[src/rtl/sdm_pkg.sv]
// Shared definitions for the sigma-delta modulator and the sinc3 decimator:
// derived CIC sizing, the PCM sample type and output saturation.
package sdm_pkg;

  localparam int OUT_W_DEFAULT = 16;
  localparam int SAT_W         = 64;

  typedef logic signed [OUT_W_DEFAULT-1:0] pcm_t;

  // Integrator width: three stages of growth (3*LOG2_OSR) plus sign and one guard bit
  function automatic int cic_acc_w(input int log2_osr);
    return 32'sd3 * log2_osr + 32'sd2;
  endfunction

  // Right shift taking the 2^(3*LOG2_OSR) CIC gain back to OUT_W; negative means a left shift
  function automatic int cic_out_shift(input int log2_osr, input int out_w);
    return 32'sd3 * log2_osr - out_w + 32'sd1;
  endfunction

  function automatic logic signed [SAT_W-1:0] sat_pcm(input logic signed [SAT_W-1:0] v,
                                                      input int out_w);
    logic signed [SAT_W-1:0] hi;
    logic signed [SAT_W-1:0] lo;
    logic signed [SAT_W-1:0] r;
    hi = (64'sd1 <<< (out_w - 32'sd1)) - 64'sd1;
    lo = -(64'sd1 <<< (out_w - 32'sd1));
    if (v > hi) begin
      r = hi;
    end else if (v < lo) begin
      r = lo;
    end else begin
      r = v;
    end
    return r;
  endfunction

endpackage

[src/rtl/sdm_cic_decimator_integrator.sv]
// Single CIC integrator stage: an enabled W-bit accumulator whose
// two's-complement wrap is relied upon by the downstream combs.
module cic_integrator
  import sdm_pkg::*;
#(
  parameter int W = 20
) (
  input  logic                clk,
  input  logic                rst,
  input  logic                en,
  input  logic signed [W-1:0] d,
  output logic signed [W-1:0] acc
);

  logic signed [W-1:0] acc_r;

  // Running sum of d, advancing only on enabled cycles
  always_ff @(posedge clk or posedge rst) begin
    if (rst) begin
      acc_r <= {W{1'b0}};
    end else if (en) begin
      acc_r <= acc_r + d;
    end else begin
      acc_r <= acc_r;
    end
  end

  assign acc = acc_r;

endmodule

[src/rtl/sdm_cic_decimator.sv]
// Sinc3 CIC decimator: 1-bit sigma-delta stream in, OSR-decimated, scaled and
// saturated signed PCM out with a one-cycle valid strobe.
module sdm_cic_decimator
  import sdm_pkg::*;
#(
  parameter int LOG2_OSR = 6,
  parameter int OUT_W    = OUT_W_DEFAULT
) (
  input  logic                    clk,
  input  logic                    rst,
  input  logic                    en,
  input  logic                    din,
  output logic signed [OUT_W-1:0] dout,
  output logic                    dout_valid
);

  localparam int ACC_W = cic_acc_w(LOG2_OSR);
  localparam int SHIFT = cic_out_shift(LOG2_OSR, OUT_W);
  localparam int RSH   = (SHIFT > 0) ? SHIFT : 0;
  localparam int LSH   = (SHIFT < 0) ? -SHIFT : 0;

  localparam logic [LOG2_OSR-1:0]     CNT_LAST = {LOG2_OSR{1'b1}};
  localparam logic [LOG2_OSR-1:0]     CNT_ONE  = {{(LOG2_OSR-1){1'b0}}, 1'b1};
  localparam logic signed [ACC_W-1:0] X_POS    = {{(ACC_W-1){1'b0}}, 1'b1};
  localparam logic signed [ACC_W-1:0] X_NEG    = {ACC_W{1'b1}};

  logic [LOG2_OSR-1:0]     cnt_r;
  logic                    frame_r;
  logic                    frame_edge_s;
  logic signed [ACC_W-1:0] x_s;
  logic signed [ACC_W-1:0] i1_s;
  logic signed [ACC_W-1:0] i2_s;
  logic signed [ACC_W-1:0] i3_s;
  logic signed [ACC_W-1:0] c1_s;
  logic signed [ACC_W-1:0] c2_s;
  logic signed [ACC_W-1:0] c3_s;
  logic signed [ACC_W-1:0] d1_r;
  logic signed [ACC_W-1:0] d2_r;
  logic signed [ACC_W-1:0] d3_r;
  logic signed [SAT_W-1:0] scaled_s;
  logic signed [OUT_W-1:0] dout_r;
  logic                    dout_valid_r;

  // Map the bitstream to +/-1 and flag the last enabled sample of each frame
  always_comb begin
    x_s          = X_NEG;
    frame_edge_s = 1'b0;
    if (din) begin
      x_s = X_POS;
    end else begin
      x_s = X_NEG;
    end
    if (en && (cnt_r == CNT_LAST)) begin
      frame_edge_s = 1'b1;
    end else begin
      frame_edge_s = 1'b0;
    end
  end

  cic_integrator #(.W(ACC_W)) u_int1 (.clk(clk), .rst(rst), .en(en), .d(x_s),  .acc(i1_s));
  cic_integrator #(.W(ACC_W)) u_int2 (.clk(clk), .rst(rst), .en(en), .d(i1_s), .acc(i2_s));
  cic_integrator #(.W(ACC_W)) u_int3 (.clk(clk), .rst(rst), .en(en), .d(i2_s), .acc(i3_s));

  // Three cascaded combs and gain removal; wrapped differences recover the true value
  always_comb begin
    c1_s     = i3_s - d1_r;
    c2_s     = c1_s - d2_r;
    c3_s     = c2_s - d3_r;
    scaled_s = ($signed({{(SAT_W-ACC_W){c3_s[ACC_W-1]}}, c3_s}) >>> RSH) <<< LSH;
  end

  // Decimation counter, frozen while en is low
  always_ff @(posedge clk or posedge rst) begin
    if (rst) begin
      cnt_r <= {LOG2_OSR{1'b0}};
    end else if (en) begin
      cnt_r <= cnt_r + CNT_ONE;
    end else begin
      cnt_r <= cnt_r;
    end
  end

  // Comb cycle follows the frame edge unconditionally; output lands one cycle later
  always_ff @(posedge clk or posedge rst) begin
    if (rst) begin
      frame_r      <= 1'b0;
      d1_r         <= {ACC_W{1'b0}};
      d2_r         <= {ACC_W{1'b0}};
      d3_r         <= {ACC_W{1'b0}};
      dout_r       <= {OUT_W{1'b0}};
      dout_valid_r <= 1'b0;
    end else begin
      frame_r      <= frame_edge_s;
      dout_valid_r <= frame_r;
      if (frame_r) begin
        d1_r   <= i3_s;
        d2_r   <= c1_s;
        d3_r   <= c2_s;
        dout_r <= OUT_W'(sat_pcm(scaled_s, OUT_W));
      end else begin
        d1_r   <= d1_r;
        d2_r   <= d2_r;
        d3_r   <= d3_r;
        dout_r <= dout_r;
      end
    end
  end

  assign dout       = dout_r;
  assign dout_valid = dout_valid_r;

endmodule

[config.mk]
export PLATFORM = sky130hd
export DESIGN_NAME = sdm_cic_decimator
export DESIGN_NICKNAME = d
export VERILOG_FILES = /design/src/rtl/sdm_pkg.sv /design/src/rtl/sdm_cic_decimator_integrator.sv /design/src/rtl/sdm_cic_decimator.sv
export SDC_FILE = /design/constraint.sdc
export NUM_CORES = 1
export LEC_CHECK = 0
export CAP_MARGIN = 25
export CORE_MARGIN = 5
export CORE_UTILIZATION = 59
export CTS_CLUSTER_DIAMETER = 40
export DETAILED_ROUTE_END_ITERATION = 7
export HOLD_SLACK_MARGIN = 0.03
export PLACE_DENSITY_LB_ADDON = 0.25
export REMOVE_ABC_BUFFERS = 1
export SYNTH_ARGS = -nofsm -noshare
export SYNTH_HDL_FRONTEND = slang
export SYNTH_HIERARCHICAL = 1
export SYNTH_SLANG_ARGS = --single-unit
[constraint.sdc]
create_clock -name clk -period 7.2 [get_ports clk]
set_input_delay 1.44 -clock clk [delete_from_list [all_inputs] [get_ports clk]]
set_output_delay 1.44 -clock clk [all_outputs]
set_load 0.005 [all_outputs]
==> results of run 1 <==
## sequential cells by signal (all words and copies together) (netlist names)
name / count
u_int3/acc: 20
d1_r: 20
frame_r: 1
dout_valid: 1
d2_r: 20
u_int2/acc: 20
d3_r: 20
cnt_r: 6
u_int1/acc: 20
dout: 16
## routing by layer
| layer | vias to the layer above | wire (um) | track usage (%) |
|---|---|---|---|
| met4 | 0 | 482 | 7.83 |
| met2 | 108 | 11100 | 37.1 |
| met5 | - | 0 | 0 |
| met1 | 4264 | 10100 | 25.1 |
| met3 | 40 | 533 | 2.63 |
| li1 | 4728 | - | - |
## through the flow
step                util (%)  hold slack (ps)
finish                  64.4              473
global route            64.4              489
CTS                     64.4              474
detailed placement      61.4              461
global placement        61.4              460
floorplan                  -              442
## critical path, delay by kind of cell (launching register included)
family          cells  cell delay, ps
xor+xnor            1             170
flops               1             400
compound gates     18            3710
fa+ha+maj           4            1190
buf+inv             2             120
simple gates        4             910
## layout by cell type, fill, tap and decap left out, types with 7 or more instances in the layout
cell type	instances
dfrtp_1	143
nand2_1	128
ha_1	114
inv_1	105
o21ai_0	100
a21oi_1	86
nor2_1	69
xnor2_1	60
mux2_2	43
a21o_1	32
nand3_1	31
nor2b_1	23
xor2_1	22
nand2b_1	20
nor3_1	20
o21bai_1	19
a211oi_1	19
clkdlybuf4s50_1	19
clkbuf_16	17
and3_1	16
o21a_1	13
or3_1	13
nand3b_1	11
nand4_1	9
a31oi_1	9
o31ai_1	9
a21boi_0	8
o21ai_1	7
and4_1	7
o211ai_1	7
a211oi_2	7
## cells in the mapped netlist, drive strengths merged, types with 11 or more instances
master and instances:
and3 16, inv 106, o21ai 107, nand2 129
clkbuf 30, nand2b 20, buf 12, nand3 31
a21o 32, a211oi 26, nor2 71, nor3 20
or3 13, xnor2 60, o31ai 11, mux2 43
nand3b 11, dfrtp 144, o21bai 19, nor2b 23
xor2 22, a21oi 90, and4 11, o21a 13
ha 114
## what timing repair did
| item | CTS | global route |
|---|---|---|
| setup endpoints to repair | 0 | 16 |
| setup buffers | 0 | 0 |
| resized for setup | 0 | 2 |
## cells by family (layout without fill, tap and decap cells)
family	count (synthesis)	count (layout)	synth area share [%]
xor+xnor	83	83	6.45
mux	46	46	4.48
buf+inv	148	163	4.98
simple gates	373	373	16.2
other cells	1	1	0.0327
fa+ha+maj	119	119	13.3
compound gates	390	390	23.2
flops	144	144	31.4
## worst min-delay path by stage
stage | startpoint | to | slack, ps | cells past startpoint
after global routing | cnt_r[5] | cnt_r[5] | 490 | 1
after global placement | d3_r[0] | d3_r[0] | 460 | 2
after CTS | cnt_r[5] | cnt_r[5] | 470 | 1
after floorplan | cnt_r[5] | cnt_r[5] | 440 | 1
final | cnt_r[5] | cnt_r[5] | 470 | 1
after detailed placement | cnt_r[5] | cnt_r[5] | 460 | 1
## final cells by class
type                            count  area share (%)
Timing Repair Buffer               25            1.89
Inverter                          106            3.21
Tap cell                          265            2.66
Clock buffer                       20            3.67
Multi-Input combinational cell   1012            58.7
Sequential cell                   144            29.0
Clock inverter                     12           0.874
==> reports/qor.yml, run 1 <==
status: "finished clean"
period_needed_ps: 6620
cts_hold_buf: 0
startpoint_type: "register"
cts.path.max_buffers: 2
crit_start: "u_int3/acc[0]"
maxCapViolCount: 0
rr_worst_depth: 29
placed_cells: 1552
synth_warnings: 6
multiInputGateArea_um2: 7310
place_ws_ps: 436
cts_tree: "yes"
die_area_um2: 22300
regArea_um2: 3610
required_ps: 7490
worstSetupEndpointType: "register"
grt_pass1_vias: 8672
reg2reg_from: "u_int3/acc[0]"
place.gp.congestion: 0.880
async_reset_ff_share_pct: 100
fin_skew_ps: 15.5
syn-cell-area_um2: 11500
fmax_ghz: 0.151
clkTransAtPathRegs_ps: 60
io_pins: 21
grt_pass1_wl_um: 38700
maxSlewHeadroom_pct: 35.0
finalWorstSetupSlack_ps: 580
finalHoldViolCount: 0
clkSinkCount: 144
grt_max_degree: 97
synth.avg_cell_area_um2: 8.80
crit_path_end: "dout[9]"
synth_edf_count: 0
start_util_pct: 59.4
tns_ps: 0
yosys.area.top_type: "dfrtp_1"
yosys-top-cells-area: "dfrtp_1, ha_1, xnor2_1"
worst-setup-path-type: "register to register"
antenna_found_initial: 0
core_um2: 19300
worstMarginPinSlew_ps: 969
synthFlopType: "dfrtp_1"
drtPass1Iterations: 5
ff2ff_setup_slack_ps: 580
finalCritPeriodShare_pct: 91.9
fp-row-count: 51
cp.arrival_ps: 6910
insertedDiodeCount: 0
die_height_um: 149
num-fill-cells: 1675
clock_latency_ps: 430
area_growth_pct: 8.46
syn_inst: 1304
path_common_cell: "a21oi_1"
rsz0062_at_grt: "false"
htreeDepth: 4
vias_per_cell: 5.77
wl_per_cell_um: 14.0
nets: 1429
hp-class: "register to register"
hpwl_um: 16800
vias: 9140
synth-seq-cells: 144
yosysTopAreaCellShare_pct: 31.4
antenna_left: 0
yosysSeqAreaShare_pct: 31.4
setup_viol_count_final: 0
cts-buffers-inserted: 17
synth.distinct_cells: 77
finalInstanceArea_um2: 12500
overflow: 0
drtIter0Drc: 481
critPathMaxStageDelay_ps: 400
slowest_stage: "dfrtp_1"
die_w_um: 149
cts-root-buf: "clkbuf_16"
drive_above_1_share_pct: 9.25
drc: 0
track_usage_pct: 20.6
fin_cells: 1584
r2r-end: "dout[9]"
routed_wirelength_um: 22200
portBuffers: 20
place_area_um2: 11900
crit_path_max_fanout: 7
slew_violations: 0
Power of run 1 is not shown: default switching activity piles up to over one toggle a cycle in this logic, so the estimate is an artifact.
==> inputs of run 2 (changes only) <==
==> constraint.sdc (replaced) <==
create_clock -name clk -period 7.2 [get_ports clk]
set_input_delay 0.72 -clock clk [delete_from_list [all_inputs] [get_ports clk]]
set_output_delay 0.72 -clock clk [all_outputs]
set_load 0.005 [all_outputs]
==> reports/qor.yml, run 2 (same netlist as run 1, synthesis figures left out) <==
track_usage_pct: 21.6
grt_pass1_vias: 9134
r2r-end: "dout[13]"
clkTransAtPathRegs_ps: 50
crit_start: "u_int3/acc[0]"
fin_skew_ps: 7.46
drc: 0
overflow: 0
vias: 9308
clock_latency_ps: 420
io_pins: 21
hp-class: "register to register"
slowest_stage: "a2111oi_4"
startpoint_type: "register"
layout_common_cells: "dfrtp_1, nand2_1, ha_1"
use_met3_pct: 3.91
regArea_um2: 3610
maxCapViolCount: 0
period_needed_ps: 6730
grt_util_met1_pct: 25.2
finalCritPeriodShare_pct: 93.5
placed_cells: 1552
worstMarginPinSlew_ps: 978
crit_path_end: "dout[13]"
drive_above_1_share_pct: 8.97
grt_max_degree: 99
multiInputGateArea_um2: 7320
drtIter0Drc: 446
setup_viol_count_final: 0
worst-setup-path-type: "register to register"
grt_use_met2_pct: 38.8
cts_tree: "yes"
clkSinkCount: 144
htreeDepth: 4
cp.arrival_ps: 7080
path_common_cell: "a21oi_1"
wl_per_cell_um: 14.6
postCtsSetupBuffers: 0
crit_path_max_fanout: 11
antenna_left: 0
nets: 1429
area_growth_pct: 8.51
gr-max-usage-layer: "met2"
fmax_ghz: 0.149
worstSetupEndpointType: "register"
hpwl_um: 17200
postLayoutCoreUtil_pct: 64.4
maxSlewHeadroom_pct: 34.3
antenna_found_initial: 0
tns_ps: 0
cts_hold_buf: 0
die_height_um: 149
routed_wirelength_um: 23000
min_path_cells: 1
die_w_um: 149
core_um2: 19300
grt_pass1_wl_um: 40400
fin_cells: 1581
cts-root-buf: "clkbuf_16"
die_area_um2: 22300
status: "finished clean"
cts.path.max_buffers: 2
insertedDiodeCount: 0
cts_resized: 0
rsz0062_at_grt: "false"
layout_commonest_cell: "dfrtp_1"
portBuffers: 20
num-fill-cells: 1648
critPathMaxStageDelay_ps: 510
slew_violations: 0
hold_slack_ps: 472
place.gp.congestion: 0.869
vias_per_cell: 5.89
start_util_pct: 59.4
cts-buffers-inserted: 17
fp-row-count: 51
required_ps: 7550
rr_worst_depth: 29
drtPass1Iterations: 5
ff2ff_setup_slack_ps: 470
finalHoldViolCount: 0
reg2reg_from: "u_int3/acc[0]"
[run 2: cell types whose count changed in the layout (fill, tap and decap cells not counted)]
cell        before  now
and2_1           5    4
clkinvlp_4       5    1
clkbuf_1         1    4
clkbuf_8         2    1
a21oi_2          3    4
and2_2           0    1
bufinv_16        1    3
a21oi_1         86   85
inv_6            3    0
[run 2: stage by stage]
stage	area [um^2]	worst slack, ps
2_1_floorplan	11300	1050
3_3_place_gp	11900	598
3_5_place_dp	11900	408
4_1_cts	12400	321
5_1_grt	12500	2.43
6_report	12500	469
[run 2: layer usage]
layer	vias up	share of wire, %
met5	-	0
met4	0	3.2
met3	71	2.5
met2	143	50
met1	4374	44
li1	4720	-
[run 2: critical path, delay by kind of cell (launching register included)]
family                     cells  cell delay (ps)
buffers and inverters          2              120
and+or+nand+nor                5             1020
DFF                            1              400
xor gates and xnor gates       1              160
AOI/OAI and AO/OA             17             3760
adders and majority gates      4             1200
[run 2: final cells by class]
class,count,share of cell area [%]
Clock inverter,7,0.904
Clock buffer,22,3.65
Multi-Input combinational cell,1012,58.7
Sequential cell,144,29.0
Timing Repair Buffer,25,1.89
Tap cell,265,2.66
Inverter,106,3.20
[run 2: how the worst min path moves through the flow]
stage,slack (ps),from,endpoint
5_1_grt,500,dout[9],dout[9]
3_5_place_dp,460,cnt_r[5],cnt_r[5]
2_1_floorplan,440,cnt_r[5],cnt_r[5]
6_report,470,cnt_r[5],cnt_r[5]
3_3_place_gp,460,d3_r[0],d3_r[0]
4_1_cts,470,cnt_r[5],cnt_r[5]
Power of run 2 is left out for the same reason.
